===== config.mk =====
export PLATFORM = sky130hd
export DESIGN_NAME = z80fi_insn_capture
export DESIGN_NICKNAME = d
export VERILOG_FILES = /design/src/rtl/z80fi_insn_capture.sv
export SDC_FILE = /design/constraint.sdc
export NUM_CORES = 1
export LEC_CHECK = 0
export ABC_AREA = 0
export CAP_MARGIN = 5
export CORE_MARGIN = 1
export CORE_UTILIZATION = 49
export CTS_CLUSTER_DIAMETER = 60
export DETAILED_ROUTE_END_ITERATION = 8
export PLACE_DENSITY = 0.79
export SLEW_MARGIN = 20
export SYNTH_ARGS = -nofsm -noshare
export SYNTH_HDL_FRONTEND = slang
export SYNTH_SLANG_ARGS = --single-unit

===== constraint.sdc =====
create_clock -name clk -period 3.39 [get_ports clk]
set_clock_uncertainty 0.1 [all_clocks]
set_input_delay 0.339 -clock clk [delete_from_list [all_inputs] [get_ports clk]]
set_output_delay 0.339 -clock clk [all_outputs]
set_load 0.05 [all_outputs]

===== src/rtl/z80fi_insn_capture.sv =====
// Producer side of the z80fi instruction-spec interface: assembles one record per
// retired instruction from M-cycle/T-state events and instruction-stream bytes.
module z80fi_insn_capture #(
    parameter int MAX_BYTES   = 4,
    parameter int MAX_MCYCLES = 6,
    parameter int TW          = 4
) (
    input  logic                        clk,
    input  logic                        reset_n,
    input  logic                        cpu_ce,
    input  logic                        cyc_start,
    input  logic [2:0]                  cyc_type,
    input  logic                        insn_byte_valid,
    input  logic [7:0]                  insn_byte,
    input  logic                        insn_retire,
    input  logic [15:0]                 reg_ip,
    output logic                        z80fi_valid,
    output logic [8*MAX_BYTES-1:0]      z80fi_insn,
    output logic [2:0]                  z80fi_insn_len,
    output logic [15:0]                 z80fi_reg_ip_in,
    output logic [3*MAX_MCYCLES-1:0]    z80fi_mcycle_types,
    output logic [TW*MAX_MCYCLES-1:0]   z80fi_tcycles,
    output logic                        z80fi_overflow
);

    localparam logic [2:0] CYCLE_NONE = 3'd0;
    localparam int SW = $clog2(MAX_MCYCLES + 1);

    typedef enum logic {IDLE, CAPTURE} state_t;
    state_t state;

    logic [8*MAX_BYTES-1:0]    acc_insn, c_insn, f_insn, r_insn;
    logic [2:0]                acc_len, c_len, f_len, r_len;
    logic [3*MAX_MCYCLES-1:0]  acc_types, c_types, f_types, r_types;
    logic [TW*MAX_MCYCLES-1:0] acc_tc, c_tc, f_tc, r_tc;
    logic [SW-1:0]             acc_slot, c_slot;
    logic [TW-1:0]             acc_t, c_t;
    logic [15:0]               acc_ip, r_ip;
    logic                      acc_ovf, c_ovf, r_ovf;
    logic                      adv, take_byte, emit, load_fresh, load_cont;

    always_comb begin
        // A cyc_start coincident with retire belongs to the next instruction, so it
        // neither advances the retiring record's slot nor gives it this clk's byte.
        adv       = cyc_start && !insn_retire;
        take_byte = insn_byte_valid && !(cyc_start && insn_retire);

        c_insn  = acc_insn;
        c_len   = acc_len;
        c_types = acc_types;
        c_tc    = acc_tc;
        c_slot  = acc_slot;
        c_t     = acc_t;
        c_ovf   = acc_ovf;

        if (adv) begin
            if (acc_slot < SW'(MAX_MCYCLES))
                c_slot = acc_slot + SW'(1);
            if (c_slot < SW'(MAX_MCYCLES)) begin
                c_types[int'(c_slot)*3 +: 3] = cyc_type;
                c_tc[int'(c_slot)*TW +: TW]  = TW'(1);
            end else begin
                c_ovf = 1'b1;
            end
            c_t = TW'(1);
        end else begin
            if (acc_t != '1)
                c_t = acc_t + TW'(1);
            if (acc_slot < SW'(MAX_MCYCLES))
                c_tc[int'(acc_slot)*TW +: TW] = c_t;
        end

        if (take_byte) begin
            if (c_len < 3'(MAX_BYTES)) begin
                c_insn[int'(c_len)*8 +: 8] = insn_byte;
                c_len = c_len + 3'd1;
            end else begin
                c_ovf = 1'b1;
            end
        end

        f_insn  = '0;
        f_len   = '0;
        if (insn_byte_valid) begin
            f_insn[7:0] = insn_byte;
            f_len       = 3'd1;
        end
        f_types      = {MAX_MCYCLES{CYCLE_NONE}};
        f_types[2:0] = cyc_type;
        f_tc         = '0;
        f_tc[TW-1:0] = TW'(1);

        emit       = insn_retire && (state == CAPTURE || cyc_start);
        load_fresh = cyc_start && ((state == IDLE && !insn_retire) ||
                                   (state == CAPTURE && insn_retire));
        load_cont  = (state == CAPTURE) && !insn_retire;

        if (state == IDLE) begin
            r_insn  = f_insn;
            r_len   = f_len;
            r_types = f_types;
            r_tc    = f_tc;
            r_ip    = reg_ip;
            r_ovf   = 1'b0;
        end else begin
            r_insn  = c_insn;
            r_len   = c_len;
            r_types = c_types;
            r_tc    = c_tc;
            r_ip    = acc_ip;
            r_ovf   = c_ovf;
        end
    end

    always_ff @(posedge clk) begin
        if (!reset_n) begin
            state              <= IDLE;
            acc_insn           <= '0;
            acc_len            <= '0;
            acc_types          <= {MAX_MCYCLES{CYCLE_NONE}};
            acc_tc             <= '0;
            acc_slot           <= '0;
            acc_t              <= '0;
            acc_ip             <= '0;
            acc_ovf            <= 1'b0;
            z80fi_valid        <= 1'b0;
            z80fi_insn         <= '0;
            z80fi_insn_len     <= '0;
            z80fi_reg_ip_in    <= '0;
            z80fi_mcycle_types <= {MAX_MCYCLES{CYCLE_NONE}};
            z80fi_tcycles      <= '0;
            z80fi_overflow     <= 1'b0;
        end else begin
            z80fi_valid <= 1'b0;
            if (cpu_ce) begin
                if (emit) begin
                    z80fi_valid        <= 1'b1;
                    z80fi_insn         <= r_insn;
                    z80fi_insn_len     <= r_len;
                    z80fi_reg_ip_in    <= r_ip;
                    z80fi_mcycle_types <= r_types;
                    z80fi_tcycles      <= r_tc;
                    z80fi_overflow     <= r_ovf;
                end
                if (load_fresh) begin
                    state     <= CAPTURE;
                    acc_insn  <= f_insn;
                    acc_len   <= f_len;
                    acc_types <= f_types;
                    acc_tc    <= f_tc;
                    acc_slot  <= '0;
                    acc_t     <= TW'(1);
                    acc_ip    <= reg_ip;
                    acc_ovf   <= 1'b0;
                end else if (load_cont) begin
                    acc_insn  <= c_insn;
                    acc_len   <= c_len;
                    acc_types <= c_types;
                    acc_tc    <= c_tc;
                    acc_slot  <= c_slot;
                    acc_t     <= c_t;
                    acc_ovf   <= c_ovf;
                end else begin
                    state <= IDLE;
                end
            end
        end
    end

endmodule


==> impl_metrics.yaml, run 1 <==
status:
  status: "finished, final reports clean"
logic_synthesis:
  syn_inst: 951
  synth_flop_cell: "dfxtp_1"
  ys_types: 67
  avgSynthCellArea_um2: 8.96
  netlist_area_um2: 8520
  synthArstFlopShare_pct: 0
  syn_nets: 996
  ys_warn_count: 0
  synth_seq_cells: 197
  yosysSeqAreaShare_pct: 46.3
  synth_edf_count: 0
placement:
  dp_cells: 1256
  dp_hpwl_um: 15800
  place_area_um2: 10000
  gp_congestion: 0.927
  port_buffers: 127
setup_path:
  cp_cell_sequence: "and2_1 > xnor2_1 > inv_1 > ha_1 > ha_1 > nand3b_1 > nor3_1 > a21oi_1 > a222oi_1 > nor3_1"
  start_kind: "flop"
  r2r-start: "acc_slot[2]$_SDFFE_PN0P_"
  crit_fanout: 9
  r2r_setup_slack_ns: 0.24
  cp_top_family: "simple AND/OR/NAND/NOR gates"
  max_stage_delay_ns: 0.50
  worstReg2RegEnd: "z80fi_tcycles[9]$_SDFFE_PN0P_"
  worstPathRequired_ns: 3.59
  cp-startpoint: "acc_slot[2]$_SDFFE_PN0P_"
  r2r_cells: 10
  worst-path-stages: 10
  crit_end: "z80fi_tcycles[9]$_SDFFE_PN0P_"
  crit_arrival_ns: 3.34
  cp_slowest_cell: "dfxtp_1"
  path_buf_inv: 1
  crit_type: "reg -> reg"
  worstSetupEndpointType: "flop"
layout:
  area_growth_pct: 25.0
  stdcell_count: 1289
  nets: 1101
  antenna_cells: 0
  fin_area_um2: 10700
  final_util_pct: 63.6
  drive_gt1_share_pct: 9.17
pwr:
  p_clk_share_pct: 42.4
  powerDensity_nw_per_um2: 454
  share_seq_of_total_power_pct: 48.9
  pwr-share-comb_pct: 8.7
  p_sw_w: 0.00121
  cell_internal_pwr_w: 0.00363
  power_leakage_nw: 3.79
  ir_drop_uv: 411
  switching_share_pct: 24.9
job:
  cap_violations: 0
routing:
  routedWlPerCell_um: 17.7
  vias_per_cell: 5.97
  routed_wl_um: 22800
  post-route-drc-count: 0
  ant_nets: 0
  vias: 7691
  dr.pass1.iters: 6
  drt-initial-drc-count: 736
grt:
  grt_overflow_total: 0
  grt_antenna_before_repair: 0
  grt_pass1_vias: 6910
  grt_max_degree: 59
  grt_use_total_pct: 25.7
  grt_pass1_wl_um: 36500
clock_network:
  clk_path_buf_depth: 2
  cts_tree: "done"
  clkTransAtPathRegs_ns: 0.07
  cts-root-buf: "clkbuf_16"
  post_cts_buffers: 0
  insertion_delay_ns: 0.44
  cts_sinks: 197
  ctsResizeCount: 0
  htreeDepth: 4
  cts-buffers-inserted: 17
  cts_hold_buf: 0
floorplan:
  start_util_pct: 50.9
  core_area_um2: 16800
  placementRows: 47
  die_height_um: 134
  die_area_um2: 17900
  fp.dieW_um: 134
  ioPinCount: 128
timing:
  fmax_ghz: 0.318
  relSlewSlack_pct: 52.0
  maxSlewViolCount: 0
  layout_min_cycle_time_ns: 3.15
  finalSetupTns_ns: 0
  hold_violations: 0
  fin_crit_sh_pct: 92.8
  worstMarginPinSlew_ns: 0.717
  rsz0062_at_grt: "no"
  holdWs_ns: 0.342
  setup_viol: 0
min_path:
  hold_path_class: "reg -> reg"
==> synth_stat cells, drive strengths merged, types with 11 or more instances <==
cell type | n | share of area, %
nor4 | 11 | 1.0
and3 | 18 | 1.3
a32oi | 11 | 1.1
o21ai | 63 | 3.7
a21o | 11 | 0.97
buf | 24 | 1.5
mux2i | 30 | 3.5
dfxtp | 197 | 46
o22ai | 14 | 1.0
a22oi | 18 | 1.6
nor2b | 12 | 0.88
a22o | 49 | 5.0
nor2 | 65 | 2.9
a211oi | 21 | 1.8
ha | 12 | 1.8
nand2 | 114 | 5.0
inv | 17 | 0.75
nor3 | 22 | 1.5
nand3 | 19 | 1.1
clkbuf | 47 | 2.1
a21oi | 59 | 3.5
==> state kept, by name (all words and copies together), names as in the netlist <==
signal and flops:
acc_insn 32, acc_ip 16, acc_len 3, acc_ovf 1, acc_slot 3, acc_t 4, acc_tc 24, acc_types 18
state 1, z80fi_insn 32, z80fi_insn_len 3, z80fi_mcycle_types 18, z80fi_overflow 1, z80fi_reg_ip_in 16, z80fi_tcycles 24, z80fi_valid 1
==> tightest hold or removal path: stages (launching register included) <==
cell and delay [ns]:
dfxtp_1 0.31, nand2_1 0.05, nand2_1 0.04
==> cell type report <==
cell class,instances,area [µm²]
fill,1388,6100
multi-input combinational,666,4260
sequential,197,3940
timing repair buffer,157,1520
clock buffer,20,457
tap,220,275
clock inverter,12,141
inverter,17,63.8
==> power by group through the flow <==
stage	Combinational [W]	Clock, W	Sequential [W]
floorplan	0.000199	0	0.00247
CTS	0.000410	0.00207	0.00236
global placement	0.000404	0	0.00242
finish	0.000421	0.00205	0.00236
global route	0.000450	0.00217	0.00237
detailed placement	0.000408	0	0.00242
==> metal layers <==
| layer | vias to the layer above | GRT usage (%) | part of all wire, % |
|---|---|---|---|
| li1 | 3705 | - | - |
| met1 | 3621 | 37.4 | 47 |
| met2 | 337 | 37.0 | 43 |
| met3 | 28 | 6.50 | 8.9 |
| met4 | 0 | 8.08 | 1.4 |
| met5 | - | 0 | 0 |
==> kinds of logic after synthesis <==
family	count (synthesis)	synth area share [%]
muxes	31	3.66
AOI/OAI and AO/OA	306	25.4
and+or+nand+nor	310	17.8
adders and majority gates	12	1.76
xor gates and xnor gates	7	0.719
DFF	197	46.3
buffers and inverters	88	4.33
==> placed cells by master (no fill, tap or decap), drive strengths merged, types with 30 or more instances in the layout <==
cell,Yosys,final
a21oi,59,59
a22o,49,49
buf,24,30
clkdlybuf4s50,0,127
dfxtp,197,197
mux2i,30,30
nand2,114,114
nor2,65,65
o21ai,63,63
==> per-stage QoR <==
stage               total power, W  setup slack (ns)
floorplan                  0.00267             0.212
global route               0.00499           0.00223
CTS                        0.00484            0.0285
global placement           0.00282             0.201
detailed placement         0.00282            0.0426
finish                     0.00483             0.243
==> worst min-delay path by stage <==
stage | end | from | slack [ns] | depth (start not counted)
2_1_floorplan | z80fi_mcycle_types[0]$_SDFFE_PN0P_ | acc_types[0]$_SDFFE_PN0P_ | 0.32 | 2
3_3_place_gp | z80fi_mcycle_types[1]$_SDFFE_PN0P_ | acc_types[1]$_SDFFE_PN0P_ | 0.33 | 2
3_5_place_dp | z80fi_mcycle_types[0]$_SDFFE_PN0P_ | acc_types[0]$_SDFFE_PN0P_ | 0.33 | 2
4_1_cts | z80fi_mcycle_types[0]$_SDFFE_PN0P_ | acc_types[0]$_SDFFE_PN0P_ | 0.34 | 2
5_1_grt | acc_ip[4]$_SDFFE_PN0P_ | acc_ip[4]$_SDFFE_PN0P_ | 0.37 | 2
6_report | z80fi_mcycle_types[0]$_SDFFE_PN0P_ | acc_types[0]$_SDFFE_PN0P_ | 0.34 | 2
No activity file was read; power rests on OpenSTA's default activity.
==> run 2, diff against run 1 <==
--- a/config.mk
+++ b/config.mk
@@ -8,10 +8,11 @@
 export ABC_AREA = 0
 export CAP_MARGIN = 5
 export CORE_MARGIN = 1
-export CORE_UTILIZATION = 49
+export CORE_UTILIZATION = 54
+export CTS_BUF_LIST = sky130_fd_sc_hd__clkbuf_16
 export CTS_CLUSTER_DIAMETER = 60
 export DETAILED_ROUTE_END_ITERATION = 8
-export PLACE_DENSITY = 0.79
+export PLACE_DENSITY = 0.83
 export SLEW_MARGIN = 20
 export SYNTH_ARGS = -nofsm -noshare
 export SYNTH_HDL_FRONTEND = slang
==> constraint.sdc (replaced) <==
create_clock -name clk -period 2.9 [get_ports clk]
set_clock_uncertainty 0.1 [all_clocks]
set_input_delay 0.29 -clock clk [delete_from_list [all_inputs] [get_ports clk]]
set_output_delay 0.29 -clock clk [all_outputs]
set_load 0.05 [all_outputs]
==> run 2 against run 1 <==
Effect of this change: via count up 2.4%; highest routed layer unchanged; non-clock buffer count up 16; combinational power up 19%; hold slack worse by 0.014 ns; wire length up 3.9%; sequential share of layout area down 0.49 points; sequential power up 17%; clock-buffer cell count down 3; design area up 1.3%.
==> impl_metrics.yaml, run 2 (synthesis gave the netlist of run 1 again) <==
grt:
  grt_use_total_pct: 29.2
  grt_pass1_vias: 7216
  grt_max_degree: 57
  grt_pass1_wl_um: 37400
  grt_overflow_total: 0
  grt_antenna_before_repair: 0
placement:
  dp_hpwl_um: 16100
  port_buffers: 127
  dp_cells: 1263
  pre_cts_slack_ns: 0.0463
  gp_congestion: 0.935
  place_area_um2: 10100
clock_network:
  clkTransAtPathRegs_ns: 0.08
  cts-root-buf: "clkbuf_16"
  cts_hold_buf: 0
  ctsResizeCount: 0
  cts_sinks: 197
  cts_tree: "done"
  post_cts_buffers: 0
  clk_path_buf_depth: 2
  htreeDepth: 4
  insertion_delay_ns: 0.44
  cts-buffers-inserted: 17
routing:
  post-route-drc-count: 0
  vias_per_cell: 6.08
  routed_wl_um: 23700
  vias: 7878
  routedWlPerCell_um: 18.3
  dr.pass1.iters: 5
  drt-initial-drc-count: 825
  ant_nets: 0
timing:
  setup_ws_ns: 0.139
  hold_violations: 0
  relSlewSlack_pct: 51.0
  fmax_ghz: 0.362
  fin_crit_sh_pct: 95.2
  layout_min_cycle_time_ns: 2.76
  maxSlewViolCount: 0
  setup_viol: 0
  worstMarginPinSlew_ns: 0.734
floorplan:
  fp.dieW_um: 128
  ioPinCount: 128
  core_area_um2: 15300
  start_util_pct: 55.7
  die_height_um: 128
  die_area_um2: 16300
  placementRows: 45
setup_path:
  crit_top_cell: "o21ai_0"
  crit_type: "reg -> reg"
  cp_top_family: "simple AND/OR/NAND/NOR gates"
  worstSetupEndpointType: "flop"
  max_stage_delay_ns: 0.55
  cp_slowest_cell: "nor4b_1"
  cp_cell_sequence: "inv_1 > ha_4 > ha_1 > nor4b_1 > nand2_1 > o21ai_0 > o21ai_0 > a22o_1"
  crit_arrival_ns: 3.00
  path_buf_inv: 1
  worstPathRequired_ns: 3.14
  crit_fanout: 10
  start_kind: "flop"
layout:
  area_growth_pct: 26.7
  fin_area_um2: 10800
  mostFrequentLayoutCells: "197 x dfxtp_1, 127 x clkdlybuf4s50_1, 114 x nand2_1, 60 x nor2_1, 57 x a21oi_1"
  stdcell_count: 1296
  mostFrequentLayoutCell: "dfxtp_1"
  antenna_cells: 0
  nets: 1117
  drive_gt1_share_pct: 11.2
  largestRegisters: "acc_insn (32), z80fi_insn (32)"
job:
  cap_violations: 0
status:
  status: "finished, final reports clean"
pwr:
  powerDensity_nw_per_um2: 511
  power_leakage_nw: 3.90
  ir_drop_uv: 446
  power_w: 0.00552
min_path:
  hold_path_class: "in -> reg"
==> run 2: changes by cell type in the layout (fill, tap and decap cells not counted), moves of 2 or more <==
| cell | delta |
|---|---|
| ha_1 | -4 |
| clkinv_8 | +2 |
| buf_4 | +16 |
| bufinv_16 | -2 |
| inv_6 | +2 |
| a21oi_2 | +2 |
| ha_4 | +3 |
| a21oi_1 | -2 |
| clkbuf_8 | -2 |
| clkinvlp_4 | -2 |
==> run 2: where the power goes <==
group          switching (W)  internal [W]  total [W]
clock                0.00112       0.00114    0.00226
sequential         0.0000235       0.00274    0.00276
combinational       0.000325      0.000176   0.000501
==> run 2: final cells by class <==
cell class / count / area, µm²
fillers: 1208 / 4520
multi-input cells: 666 / 4330
flip-flops and latches: 197 / 3940
repair buffers: 173 / 1640
clock buffers: 17 / 425
well taps: 211 / 264
clock inverters: 15 / 140
inverters: 17 / 63.8
==> run 2: final timing paths <==
kind / start / endpoint / slack [ns] / cells after the start
max: acc_slot[1]$_SDFFE_PN0P_ / z80fi_tcycles[2]$_SDFFE_PN0P_ / 0.14 / 8
max reg2reg: acc_slot[1]$_SDFFE_PN0P_ / z80fi_tcycles[2]$_SDFFE_PN0P_ / 0.14 / 8
min reg2reg: acc_insn[15]$_SDFFE_PN0P_ / acc_insn[15]$_SDFFE_PN0P_ / 0.35 / 2
min: reg_ip[12] / acc_ip[12]$_SDFFE_PN0P_ / 0.33 / 3
==> run 2: metal layers <==
metal	GRT usage [%]	vias to the layer above	part of all wire, %
li1	-	3743	-
met1	39.7	3716	44
met2	44.6	372	44
met3	8.04	47	10
met4	9.90	0	2.2
met5	0	-	0
==> run 2: through the flow <==
step	TNS, ns	utilization [%]	hold slack, ns
2_1_floorplan	0	-	0.315
3_3_place_gp	0	66.2	0.326
6_report	0	70.5	0.327
5_1_grt	-0.0201	70.5	0.352
3_5_place_dp	0	66.2	0.335
4_1_cts	0	69.9	0.324
==> run 2: worst reg2reg max path, stage by stage (launching register included) <==
cell and delay (ns):
dfxtp_1 0.41, inv_1 0.10, ha_4 0.16, ha_1 0.34, nor4b_1 0.55, nand2_1 0.36, o21ai_0 0.23, o21ai_0 0.17
a22o_1 0.23
